## src/rtl/mul_div_unit.sv

```systemverilog
// mul_div_unit: iterative 32-bit multiply/divide unit holding the HI/LO
// architectural registers (MULT, MULTU, DIV, DIVU, MTHI, MTLO).
//
// An operation walks IDLE -> PREP -> RUN (WIDTH cycles) -> FIXUP -> DONE.
// PREP takes the operand magnitudes and records the result signs. RUN
// retires one bit per cycle: shift-add for multiply, restoring
// shift-subtract for divide. FIXUP applies the sign correction, and the
// edge that leaves FIXUP writes {HI,LO}. DONE lasts one cycle, and a new
// start is accepted there exactly as in IDLE.
//
// Handshake: start_i is sampled on a rising edge. It is accepted only
// while busy_o is low (IDLE or DONE) and only if abort_i is low. busy_o
// stays high from the cycle after acceptance until the result is written.
// done_o pulses for one cycle, WIDTH+2 edges after the accepting edge.
// dz_o is meaningful only while done_o is high.
//
// Ports:
//   clk_i, rst_i            clock; asynchronous active-high reset
//   start_i, op_i           request and opcode (00 MULT, 01 MULTU, 10 DIV, 11 DIVU)
//   rs_data_i, rt_data_i    multiplicand/dividend, multiplier/divisor
//   abort_i                 cancels an in-flight operation
//   hi_we_i, lo_we_i        MTHI/MTLO strobes, honoured only while not busy
//   wdata_i                 MTHI/MTLO data
//   busy_o, done_o, dz_o    status (all registered)
//   hi_o, lo_o              HI/LO registers
//   state_o                 current FSM state, for debug visibility
module mul_div_unit #(
  parameter int WIDTH = 32
) (
  input  logic             clk_i,
  input  logic             rst_i,
  input  logic             start_i,
  input  logic [1:0]       op_i,
  input  logic [WIDTH-1:0] rs_data_i,
  input  logic [WIDTH-1:0] rt_data_i,
  input  logic             abort_i,
  input  logic             hi_we_i,
  input  logic             lo_we_i,
  input  logic [WIDTH-1:0] wdata_i,
  output logic             busy_o,
  output logic             done_o,
  output logic             dz_o,
  output logic [WIDTH-1:0] hi_o,
  output logic [WIDTH-1:0] lo_o,
  output logic [2:0]       state_o
);

  localparam int         W2       = 2 * WIDTH;
  localparam logic [4:0] CNT_LAST = 5'(WIDTH - 1);

  typedef enum logic [2:0] {
    S_IDLE  = 3'd0,
    S_PREP  = 3'd1,
    S_RUN   = 3'd2,
    S_FIXUP = 3'd3,
    S_DONE  = 3'd4
  } state_e;

  state_e            state_q, state_d;
  logic [1:0]        op_q, op_d;
  logic [WIDTH-1:0]  rs_q, rs_d;
  logic [WIDTH-1:0]  rt_q, rt_d;
  logic [WIDTH-1:0]  mag_b_q, mag_b_d;
  logic [W2-1:0]     prod_q, prod_d;
  logic              neg_res_q, neg_res_d;
  logic              neg_rem_q, neg_rem_d;
  logic [4:0]        cnt_q, cnt_d;
  logic [WIDTH-1:0]  hi_q, hi_d;
  logic [WIDTH-1:0]  lo_q, lo_d;
  logic              busy_q, busy_d;
  logic              done_q, done_d;
  logic              dz_q, dz_d;

  // Operation decode, from the latched opcode.
  logic is_div, is_signed;
  assign is_div    = op_q[1];
  assign is_signed = ~op_q[0];

  // Magnitudes for PREP. The magnitude of the most negative value is
  // 2^(WIDTH-1), which still fits unsigned in WIDTH bits.
  logic             a_neg, b_neg;
  logic [WIDTH-1:0] mag_a, mag_b;
  assign a_neg = is_signed & rs_q[WIDTH-1];
  assign b_neg = is_signed & rt_q[WIDTH-1];
  assign mag_a = a_neg ? -rs_q : rs_q;
  assign mag_b = b_neg ? -rt_q : rt_q;

  // Multiply step. prod_q holds {accumulator, remaining multiplier bits}.
  // The LSB selects whether to add, and the carry shifts into the top.
  logic [WIDTH:0]  mul_sum;
  logic [W2-1:0]   mul_step;
  assign mul_sum  = {1'b0, prod_q[W2-1:WIDTH]} +
                    (prod_q[0] ? {1'b0, mag_b_q} : {(WIDTH+1){1'b0}});
  assign mul_step = {mul_sum, prod_q[WIDTH-1:1]};

  // Divide step. prod_q holds {partial remainder, dividend/quotient bits}.
  // The shifted remainder is WIDTH+1 bits. When it is >= divisor the
  // difference is below the divisor, so its low WIDTH bits are exact.
  logic [WIDTH:0]   rem_shift;
  logic             div_ge;
  logic [WIDTH-1:0] div_diff;
  logic [W2-1:0]    div_step;
  assign rem_shift = prod_q[W2-1:WIDTH-1];
  assign div_ge    = rem_shift >= {1'b0, mag_b_q};
  assign div_diff  = prod_q[W2-2:WIDTH-1] - mag_b_q;
  assign div_step  = div_ge ? {div_diff, prod_q[WIDTH-2:0], 1'b1}
                            : {prod_q[W2-2:0], 1'b0};

  // Sign fixup. A zero divisor bypasses the datapath result: LO is all
  // ones and HI is the original (signed) dividend.
  logic             div_zero;
  logic [W2-1:0]    mul_fix;
  logic [WIDTH-1:0] quo_fix, rem_fix;
  assign div_zero = is_div && (rt_q == '0);
  assign mul_fix  = neg_res_q ? -prod_q : prod_q;
  assign quo_fix  = neg_res_q ? -prod_q[WIDTH-1:0] : prod_q[WIDTH-1:0];
  assign rem_fix  = neg_rem_q ? -prod_q[W2-1:WIDTH] : prod_q[W2-1:WIDTH];

  always_comb begin
    state_d   = state_q;
    op_d      = op_q;
    rs_d      = rs_q;
    rt_d      = rt_q;
    mag_b_d   = mag_b_q;
    prod_d    = prod_q;
    neg_res_d = neg_res_q;
    neg_rem_d = neg_rem_q;
    cnt_d     = cnt_q;
    hi_d      = hi_q;
    lo_d      = lo_q;
    dz_d      = 1'b0;

    // MTHI/MTLO land only while the unit is idle. A write on the same
    // edge as an accepted start still happens; the later result overwrites it.
    if (!busy_q) begin
      if (hi_we_i) hi_d = wdata_i;
      if (lo_we_i) lo_d = wdata_i;
    end

    case (state_q)
      S_IDLE, S_DONE: begin
        if (start_i && !abort_i) begin
          state_d = S_PREP;
          op_d    = op_i;
          rs_d    = rs_data_i;
          rt_d    = rt_data_i;
        end else begin
          state_d = S_IDLE;
        end
      end
      S_PREP: begin
        prod_d    = {{WIDTH{1'b0}}, mag_a};
        mag_b_d   = mag_b;
        neg_res_d = a_neg ^ b_neg;
        neg_rem_d = a_neg;
        cnt_d     = '0;
        state_d   = S_RUN;
      end
      S_RUN: begin
        prod_d = is_div ? div_step : mul_step;
        cnt_d  = cnt_q + 5'd1;
        if (cnt_q == CNT_LAST) state_d = S_FIXUP;
      end
      S_FIXUP: begin
        if (!is_div) begin
          hi_d = mul_fix[W2-1:WIDTH];
          lo_d = mul_fix[WIDTH-1:0];
        end else if (div_zero) begin
          hi_d = rs_q;
          lo_d = '1;
        end else begin
          hi_d = rem_fix;
          lo_d = quo_fix;
        end
        dz_d    = div_zero;
        state_d = S_DONE;
      end
      default: state_d = S_IDLE;
    endcase

    // An abort cancels everything an in-flight operation would do,
    // including a result write from FIXUP.
    if (busy_q && abort_i) begin
      state_d = S_IDLE;
      hi_d    = hi_q;
      lo_d    = lo_q;
      dz_d    = 1'b0;
    end

    busy_d = (state_d == S_PREP) || (state_d == S_RUN) || (state_d == S_FIXUP);
    done_d = (state_d == S_DONE);
  end

  always_ff @(posedge clk_i or posedge rst_i) begin
    if (rst_i) begin
      state_q   <= S_IDLE;
      op_q      <= '0;
      rs_q      <= '0;
      rt_q      <= '0;
      mag_b_q   <= '0;
      prod_q    <= '0;
      neg_res_q <= 1'b0;
      neg_rem_q <= 1'b0;
      cnt_q     <= '0;
      hi_q      <= '0;
      lo_q      <= '0;
      busy_q    <= 1'b0;
      done_q    <= 1'b0;
      dz_q      <= 1'b0;
    end else begin
      state_q   <= state_d;
      op_q      <= op_d;
      rs_q      <= rs_d;
      rt_q      <= rt_d;
      mag_b_q   <= mag_b_d;
      prod_q    <= prod_d;
      neg_res_q <= neg_res_d;
      neg_rem_q <= neg_rem_d;
      cnt_q     <= cnt_d;
      hi_q      <= hi_d;
      lo_q      <= lo_d;
      busy_q    <= busy_d;
      done_q    <= done_d;
      dz_q      <= dz_d;
    end
  end

  assign busy_o  = busy_q;
  assign done_o  = done_q;
  assign dz_o    = dz_q;
  assign hi_o    = hi_q;
  assign lo_o    = lo_q;
  assign state_o = state_q;

endmodule
```

## config.mk

```make
export PLATFORM = sky130hd
export DESIGN_NAME = mul_div_unit
export DESIGN_NICKNAME = d
export VERILOG_FILES = /design/src/rtl/mul_div_unit.sv
export SDC_FILE = /design/constraint.sdc
export NUM_CORES = 1
export LEC_CHECK = 0
export CELL_PAD_IN_SITES_DETAIL_PLACEMENT = 1
export CELL_PAD_IN_SITES_GLOBAL_PLACEMENT = 1
export CORE_MARGIN = 2
export CORE_UTILIZATION = 44
export DETAILED_ROUTE_END_ITERATION = 8
export GPL_ROUTABILITY_DRIVEN = 0
export MAX_ROUTING_LAYER = met4
export PLACE_DENSITY = 0.85
export SKIP_CTS_REPAIR_TIMING = 1
export SLEW_MARGIN = 5
export SYNTH_ARGS = -nofsm -noshare
export SYNTH_HDL_FRONTEND = slang
export SYNTH_SLANG_ARGS = --single-unit
```

## constraint.sdc

```tcl
create_clock -name clk_i -period 19.8 [get_ports clk_i]
set_input_delay 1.98 -clock clk_i [delete_from_list [all_inputs] [get_ports clk_i]]
set_output_delay 1.98 -clock clk_i [all_outputs]
set_load 0.005 [all_outputs]
```

==> results.toml, run 1 <==
[power_and_ir_drop]
peakVddDrop_mv = 0.0780
p_per_area_nw_per_um2 = 184
clkPwrFrac_pct = 14.5
p_sw_mw = 1.86
intPower_mw = 1.95
sequentialPowerShare_pct = 29.5
p_leak_nw = 8.55
combPwrFrac_pct = 56.0
power.share.switching_pct = 48.9
total_power_mw = 3.81

[yosys]
synth_area_um2 = 17700
syn_inst = 2152
syn_area_per_cell_um2 = 8.22
synth_edf_count = 0
yosys_warnings = 0
synth_largest_area_cell = "dfrtp_1"
synth_cell_types = 74
synthArstFlopShare_pct = 100
synth_top_area_share_pct = 33.8
synthFlopType = "dfrtp_1"
synth_fp_nets = 2328
ys_ff_latch = 239
yosysSeqAreaShare_pct = 33.8
synth.area.top_cells = "dfrtp_1 (34%), o21ai_0 (7.0%), nand2_1 (5.4%), xnor2_1 (5.3%), a21oi_1 (5.2%)"

[min_path]
min_from = "mag_b_q[15]"
hold_path_class = "register to register"

[placement]
pre_cts_ws_ps = 14730
place.port_buffers = 173
placedInstanceArea_um2 = 19700
dp_hpwl_um = 48000

[setup_path]
crit_arrival_ps = 4860
end_kind = "register"
slowest_stage = "a2111oi_0"
startpoint = "prod_q[0]"
ff2ff_setup_slack_ps = 15390
worst_path_largest_cell_delay_ps = 740
r2r_cells = 13
endpoint = "prod_q[59]"
path_max_fanout = 31
r2r_end = "prod_q[59]"
rr_startpoint = "prod_q[0]"
startpoint_type = "register"
crit_chain = "inv_1 -> buf_4 -> nor2_1 -> ha_1 -> a2111oi_0 -> a221oi_1 -> nor3_1 -> o21bai_1 -> a221o_1 -> a31o_2 -> xnor2_1 -> nand2_1 -> a32o_1"
critPathRequiredTime_ps = 20250
critPathKind = "register to register"

[sta]
tightestPinTransition_ps = 1100
setup_viol = 0
finalSetupTns_ps = 0
period_share_pct = 22.3
relSlewSlack_pct = 26.3
rsz0062_at_grt = "false"
finalWorstSetupSlack_ps = 15390
hold_ws_ps = 482
fmax_mhz = 227
final_hold_viol_count = 0
period_minus_slack_ps = 4410
finalClockSkew_ps = 19.7
slew_viol_final = 0

[routing]
post_drt_wl_per_cell_um = 23.8
drt-pass1-iter-count = 7
drtIter0Drc = 1638
postRouteWirelength_um = 65900
vias = 17368
viasPerCell = 6.28
drtAntennaViolNets = 0
drc = 0

[die]
die_area_um2 = 41800
start_util_pct = 44.5
core_um2 = 39700
die_x_um = 205
die_h_um = 205
io_pins = 174
placementRows = 73

[finish]
multiInputGateArea_um2 = 10900
final_common_cell = "nand2_1"
drive_above_1_share_pct = 7.37
area_growth_pct = 16.9
design_area_um2 = 20700
layout_common_cells = "nand2_1 (253), o21ai_0 (248), dfrtp_1 (238)"
nFillCells = 4700
nNetsFinal = 2393
seqCellArea_um2 = 5980

[run]
cap_violations = 0

[clock_network]
cts_tree = "built"
clock_sinks = 239
cts-root-buf = "clkbuf_16"
cts_buffer_depth = 3
insertion_delay_ps = 580
clk_pin_slew_ps = 70
htree_levels = 1
numCtsBuffers = 29

[global_routing]
grt_max_degree = 98
antenna_found_initial = 1
grt_overflow_total = 0
grt_use_total_pct = 32.3
grt_first_pass_wirelength_um = 102000
grt_pass1_vias = 17829

[status]
status = "complete, no violations"
==> registers in the layout, summed over array words and instances (netlist names) <==
register	count
neg_res_q	1
cnt_q	5
lo_o	32
dz_o	1
rs_q	32
hi_o	32
op_q	2
rt_q	32
prod_q	64
mag_b_q	32
neg_rem_q	1
state_o	3
done_o	1
busy_o	1
==> power groups by stage <==
stage,Clock (mW),Sequential (mW),Combinational (mW)
2_1_floorplan,0,0.890,1.54
3_3_place_gp,0,1.08,1.98
3_5_place_dp,0,1.11,2.08
4_1_cts,0.559,1.10,2.11
5_1_grt,0.577,1.14,2.34
6_report,0.553,1.12,2.13
==> layer usage <==
metal,up-vias,global-route usage [%],share of wire (%)
li1,7853,-,-
met4,0,10.7,3.4
met2,654,49.3,45
met1,8718,42.3,43
met3,143,7.37,8.7
met5,-,-,0
==> synth_stat cells (all sizes together) (11+ instances only) <==
| cell | instances |
|---|---|
| nor2b | 12 |
| or4 | 15 |
| o22ai | 14 |
| xnor2 | 108 |
| xor2 | 78 |
| o41ai | 17 |
| nand2b | 11 |
| nand3 | 28 |
| and3 | 18 |
| ha | 70 |
| a211oi | 31 |
| a31oi | 19 |
| o31ai | 28 |
| buf | 13 |
| nand2 | 253 |
| nor2 | 145 |
| nand4 | 15 |
| nor4 | 16 |
| or3 | 20 |
| clkbuf | 145 |
| nor3 | 36 |
| o21ai | 257 |
| dfrtp | 239 |
| a21oi | 184 |
| inv | 71 |
| mux2i | 42 |
| o21bai | 12 |
| o211ai | 40 |
| a22oi | 13 |
| a21o | 38 |
| mux2 | 61 |
| a221o | 12 |
==> metrics by stage <==
step / util [%] / cells
after global routing: 52.1 / 2766
after detailed placement: 49.6 / 2711
after global placement: 49.6 / 2711
after floorplan: - / 2152
after CTS: 52.1 / 2765
final: 52.1 / 2766
==> layout make-up <==
type	instances	share of cell area (%)
Multi-Input combinational cell	1684	52.7
Sequential cell	239	28.9
Timing Repair Buffer	192	9.06
Clock buffer	34	3.74
Tap cell	525	3.18
Inverter	71	1.32
Clock inverter	20	1.03
Antenna cell	1	0.0121
==> logic make-up (layout without fill, tap and decap cells) <==
| kind of cell | after synthesis | count (layout) | synth area share (%) |
|---|---|---|---|
| XOR/XNOR | 186 | 186 | 9.20 |
| adder cells (fa/ha/maj) | 72 | 72 | 5.17 |
| other | 0 | 1 | 0 |
| buffers and inverters | 229 | 317 | 4.91 |
| AND/OR/NAND/NOR | 608 | 608 | 16.2 |
| AO/OA/AOI/OAI | 715 | 715 | 24.5 |
| multiplexers | 103 | 103 | 6.26 |
| flip-flops | 239 | 239 | 33.8 |
==> critical path: cells and delay by family (launching register included) <==
kind / cells / cell delay [ps]
AND/OR/NAND/NOR: 3 / 720
AO/OA/AOI/OAI: 6 / 2130
buffers and inverters: 2 / 460
adder cells (fa/ha/maj): 1 / 340
XOR/XNOR: 1 / 140
flip-flops: 1 / 480
==> worst min-delay path by stage <==
stage                       end  slack, ps  depth (start not counted)
global route           hi_o[14]        520                          2
global placement    mag_b_q[28]        460                          2
detailed placement  mag_b_q[11]        470                          2
floorplan              cnt_q[3]        450                          1
finish              mag_b_q[15]        480                          2
CTS                 mag_b_q[21]        480                          2
No activity file was read; power rests on OpenSTA's default activity.
==> run 2, diff against run 1 <==
--- a/config.mk
+++ b/config.mk
@@ -8,11 +8,11 @@
 export CELL_PAD_IN_SITES_DETAIL_PLACEMENT = 1
 export CELL_PAD_IN_SITES_GLOBAL_PLACEMENT = 1
 export CORE_MARGIN = 2
-export CORE_UTILIZATION = 44
+export CORE_UTILIZATION = 40
 export DETAILED_ROUTE_END_ITERATION = 8
 export GPL_ROUTABILITY_DRIVEN = 0
 export MAX_ROUTING_LAYER = met4
-export PLACE_DENSITY = 0.85
+export PLACE_DENSITY = 0.82
 export SKIP_CTS_REPAIR_TIMING = 1
 export SLEW_MARGIN = 5
 export SYNTH_ARGS = -nofsm -noshare
==> constraint.sdc (replaced) <==
create_clock -name clk_i -period 3.6 [get_ports clk_i]
set_input_delay 0.36 -clock clk_i [delete_from_list [all_inputs] [get_ports clk_i]]
set_output_delay 0.36 -clock clk_i [all_outputs]
set_load 0.005 [all_outputs]
==> run 2 against run 1 <==
  * The run now ends with negative setup slack left
  * Total power grew to 6.0 times the previous value
  * First-iteration DRC count rose by 7.3%
  * Via count rose by 4.0%
  * Maximum frequency up 20%
  * Sequential power grew to 5.2 times the previous value
  * Flip-flop and latch count unchanged
  * Register-to-register slack lost 15000 ps
  * Utilization shrank 2.0 points
  * Final cell count rose by 6.4%
  * Clock-buffer cell count shrank 1
  * Combinational power rose to 6.4 times the previous value
  * Non-clock buffer count grew 106
  * Largest power group unchanged
==> results.toml, run 2 (synthesis results as in run 1) <==
[sta]
period_share_pct = 102
slew_viol_final = 0
tightestPinTransition_ps = 1040
relSlewSlack_pct = 30.2
finalWorstSetupSlack_ps = -89.8
hold_ws_ps = 94.9
fmax_mhz = 271
period_minus_slack_ps = 3690
finalClockSkew_ps = 21.7
final_hold_viol_count = 0
rsz0062_at_grt = "true"
setup_viol = 2

[clock_network]
cts_tree = "built"
insertion_delay_ps = 590
clk_pin_slew_ps = 70
cts-root-buf = "clkbuf_16"
numCtsBuffers = 29
htree_levels = 1
cts_buffer_depth = 3
clock_sinks = 239

[setup_path]
critPathRequiredTime_ps = 4080
path_max_fanout = 4
startpoint_type = "register"
rr_startpoint = "prod_q[0]"
critPathKind = "register to register"
r2r_end = "prod_q[59]"
crit_arrival_ps = 4170
end_kind = "register"
r2r_cells = 15
ff2ff_setup_slack_ps = -90

[die]
start_util_pct = 40.3
io_pins = 174
die_x_um = 214
die_area_um2 = 45900
die_h_um = 214
core_um2 = 43900
placementRows = 77

[min_path]
hold_path_class = "input port to async pin"

[finish]
drive_above_1_share_pct = 13.3
nNetsFinal = 2500
area_growth_pct = 24.2
layout_common_cells = "nand2_1 (252), o21ai_0 (247), dfrtp_1 (237)"
final_common_cell = "nand2_1"
design_area_um2 = 22000
max_flop_register = "prod_q"
fin_cells = 2943
final_core_util_pct = 50.0
largest_reg_flops = 64

[placement]
dp.cells = 2867
dp_hpwl_um = 51600
place.port_buffers = 173
placedInstanceArea_um2 = 20500

[status]
status = "finished, violations left"
failed_checks = "negative setup slack"

[global_routing]
grt_pass1_vias = 18443
antenna_found_initial = 4
grt_overflow_total = 0
grt_first_pass_wirelength_um = 107000
grt_use_total_pct = 30.3
grt_max_degree = 92

[power_and_ir_drop]
p_per_area_nw_per_um2 = 1030
p_leak_nw = 9.15
total_power_mw = 22.7
peakVddDrop_mv = 0.430

[routing]
drc = 0
drtAntennaViolNets = 0
post_drt_wl_per_cell_um = 24.2
drt-pass1-iter-count = 5
drtIter0Drc = 1757
vias = 18055
viasPerCell = 6.13
postRouteWirelength_um = 71200

[run]
cap_violations = 0
-- run 2: worst max-delay path, cell delays in order, from the launching register on --
cell,delay (ps)
dfrtp_2,400
buf_4,140
clkinvlp_4,160
buf_4,200
nor2_1,120
ha_1,270
nand2_1,230
o21bai_2,240
a221oi_2,140
nor3_4,320
o21bai_2,120
a221o_1,400
a31o_2,300
xnor2_2,170
nand2_1,80
a32o_1,290
-- run 2: area by class of cell --
class                           instances  area [um2]
Sequential cell                       239        5990
Inverter                               71         274
Antenna cell                            4        10.0
Fill cell                            5207       22000
Clock buffer                           33         771
Tap cell                              592         741
Multi-Input combinational cell       1684       11100
Timing Repair inverter                  1        7.51
Clock inverter                         21         300
Timing Repair Buffer                  298        2760
-- run 2: layer usage --
metal  track usage, %  share of wire (%)  vias to the layer above
met5                -                  0                        -
met4             10.2                3.4                        0
met3             6.51                9.3                      185
met2             46.9                 46                      787
met1             39.4                 42                     8988
li1                 -                  -                     8095
-- run 2: worst max path at each step --
stage                          from         end  slack [ps]  cells after the start
after global placement     rt_q[12]     hi_o[5]        -220                     10
after CTS                  rt_q[12]     hi_o[5]        -490                     10
final                     prod_q[0]  prod_q[59]         -90                     15
after detailed placement   rt_q[12]     hi_o[5]        -390                     10
after global routing      prod_q[0]  prod_q[59]        -170                     15
after floorplan           prod_q[0]  prod_q[59]          50                     16
-- run 2: power breakdown --
group | switching (mW) | internal (mW) | leakage, nW
sequential | 1.88 | 3.91 | 2.94
combinational | 7.83 | 5.80 | 5.69
clock | 1.33 | 1.99 | 0.511
-- run 2: stage by stage --
step,setup TNS (ps),setup slack (ps)
2_1_floorplan,0,52.4
3_3_place_gp,-222,-222
3_5_place_dp,-566,-393
4_1_cts,-723,-488
5_1_grt,-1100,-173
6_report,-177,-89.8
==> run 3, diff against run 2 <==
--- a/config.mk
+++ b/config.mk
@@ -9,9 +9,9 @@
 export CELL_PAD_IN_SITES_GLOBAL_PLACEMENT = 1
 export CORE_MARGIN = 2
 export CORE_UTILIZATION = 40
+export CTS_CLUSTER_SIZE = 30
 export DETAILED_ROUTE_END_ITERATION = 8
 export GPL_ROUTABILITY_DRIVEN = 0
-export MAX_ROUTING_LAYER = met4
 export PLACE_DENSITY = 0.82
 export SKIP_CTS_REPAIR_TIMING = 1
 export SLEW_MARGIN = 5
==> constraint.sdc (replaced) <==
create_clock -name clk_i -period 3.1 [get_ports clk_i]
set_input_delay 0.31 -clock clk_i [delete_from_list [all_inputs] [get_ports clk_i]]
set_output_delay 0.31 -clock clk_i [all_outputs]
set_load 0.005 [all_outputs]
==> run 3 against run 2 <==
  * The run still ends with negative setup slack left
  * Wire length rose by 27%
  * Design area rose by 11%
  * Clock-buffer cell count rose by 5
  * Clock power rose by 22%
  * Critical path type unchanged
==> results.toml, run 3 (synthesis results as in run 1) <==
[status]
status = "finished, violations left"
failed_checks = "negative setup slack"

[setup_path]
rr_startpoint = "prod_q[31]"
startpoint = "prod_q[31]"
path_max_fanout = 2
critPathRequiredTime_ps = 3580
startpoint_type = "register"
end_kind = "register"
crit_arrival_ps = 4260
r2r_cells = 15
ff2ff_setup_slack_ps = -680
critPathKind = "register to register"

[global_routing]
antenna_found_initial = 8
grt_use_total_pct = 31.4
grt_first_pass_wirelength_um = 115000
grt_max_degree = 86
grt_pass1_vias = 19749
grt_overflow_total = 0

[routing]
drc = 0
drtIter0Drc = 2583
post_drt_wl_per_cell_um = 29.1
drtAntennaViolNets = 0
vias = 20860
drt-pass1-iter-count = 8
postRouteWirelength_um = 90500
viasPerCell = 6.71

[die]
io_pins = 174
die_h_um = 214
die_area_um2 = 45900
placementRows = 77
start_util_pct = 40.3
die_x_um = 214
core_um2 = 43900

[finish]
nFillCells = 5048
area_growth_pct = 37.9
largest_reg_flops = 64
final_common_cell = "buf_4"
max_flop_register = "prod_q"
drive_above_1_share_pct = 24.3
layout_common_cells = "buf_4 (254), nand2_1 (248), dfrtp_1 (233)"
nNetsFinal = 2667

[run]
cap_violations = 0

[power_and_ir_drop]
peakVddDrop_mv = 0.563
p_leak_nw = 10.2
p_per_area_nw_per_um2 = 1300
total_power_mw = 31.8

[sta]
relSlewSlack_pct = 25.7
finalClockSkew_ps = 22.2
finalWorstSetupSlack_ps = -680
period_minus_slack_ps = 3780
slew_viol_final = 0
setup_viol = 68
fmax_mhz = 265
final_hold_viol_count = 0
period_share_pct = 122
rsz0062_at_grt = "true"
tightestPinTransition_ps = 1120

[clock_network]
clock_sinks = 239
cts_buffer_depth = 3
cts_tree = "built"
htree_levels = 1
cts-root-buf = "clkbuf_16"
insertion_delay_ps = 620
numCtsBuffers = 31
clk_pin_slew_ps = 70

[placement]
pre_cts_ws_ps = -397
place.port_buffers = 173
dp_hpwl_um = 54800

[min_path]
hold_path_class = "input port to async pin"
run 3: final timing paths:
check,end
worst max register to register,prod_q[52]
worst min register to register,mag_b_q[26]
max in group asynchronous,lo_o[22]
worst max-delay path,prod_q[52]
worst min-delay path,prod_q[33]
min in group clk_i,rt_q[1]
run 3: per-stage QoR:
stage | setup TNS (ps) | instances | instance area, um2 | hold WS (ps) | util (%)
after floorplan | -82280 | 2152 | 17800 | 427 | -
after global placement | -3150 | 3014 | 21800 | 464 | 49.6
after detailed placement | -6880 | 3014 | 21800 | 471 | 49.6
after CTS | -8380 | 3072 | 22900 | 149 | 52.1
after global routing | -22060 | 3108 | 24400 | 172 | 55.5
final | -17930 | 3111 | 24400 | 128 | 55.5
run 3: per-layer routing:
metal	wire length, um	vias to the layer above	track usage (%)
li1	-	8424	-
met4	6820	10	11.9
met2	40300	1626	51.4
met3	10700	589	6.06
met5	55	-	0
met1	32600	10211	41.2
run 3: worst max-delay path, cell delays in order, from the launching register on:
cell	delay, ps
dfrtp_1	390
inv_1	70
ha_1	160
inv_1	70
fa_1	420
a211oi_2	210
o21ai_1	280
o21ai_2	300
buf_4	200
o21bai_1	100
a211oi_2	340
o31ai_2	180
a221o_1	420
a21oi_2	160
xor2_1	200
o21ai_0	130
run 3: cell type report:
type / count / area [um2] / share of cell area [%]
repair buffers: 464 / 4250 / 17.4
clock inverters: 20 / 262 / 1.07
inverters: 71 / 278 / 1.14
flip-flops and latches: 239 / 5990 / 24.6
clock buffers: 38 / 862 / 3.53
well taps: 592 / 741 / 3.04
multi-input cells: 1684 / 12000 / 49.2
diodes: 3 / 7.51 / 0.0308
run 3: power breakdown:
group | internal (mW) | switching (mW) | total (mW)
registers | 4.56 | 1.76 | 6.32
clock network | 2.41 | 1.66 | 4.07
logic | 8.93 | 12.5 | 21.4
total | 15.9 | 15.9 | 31.8
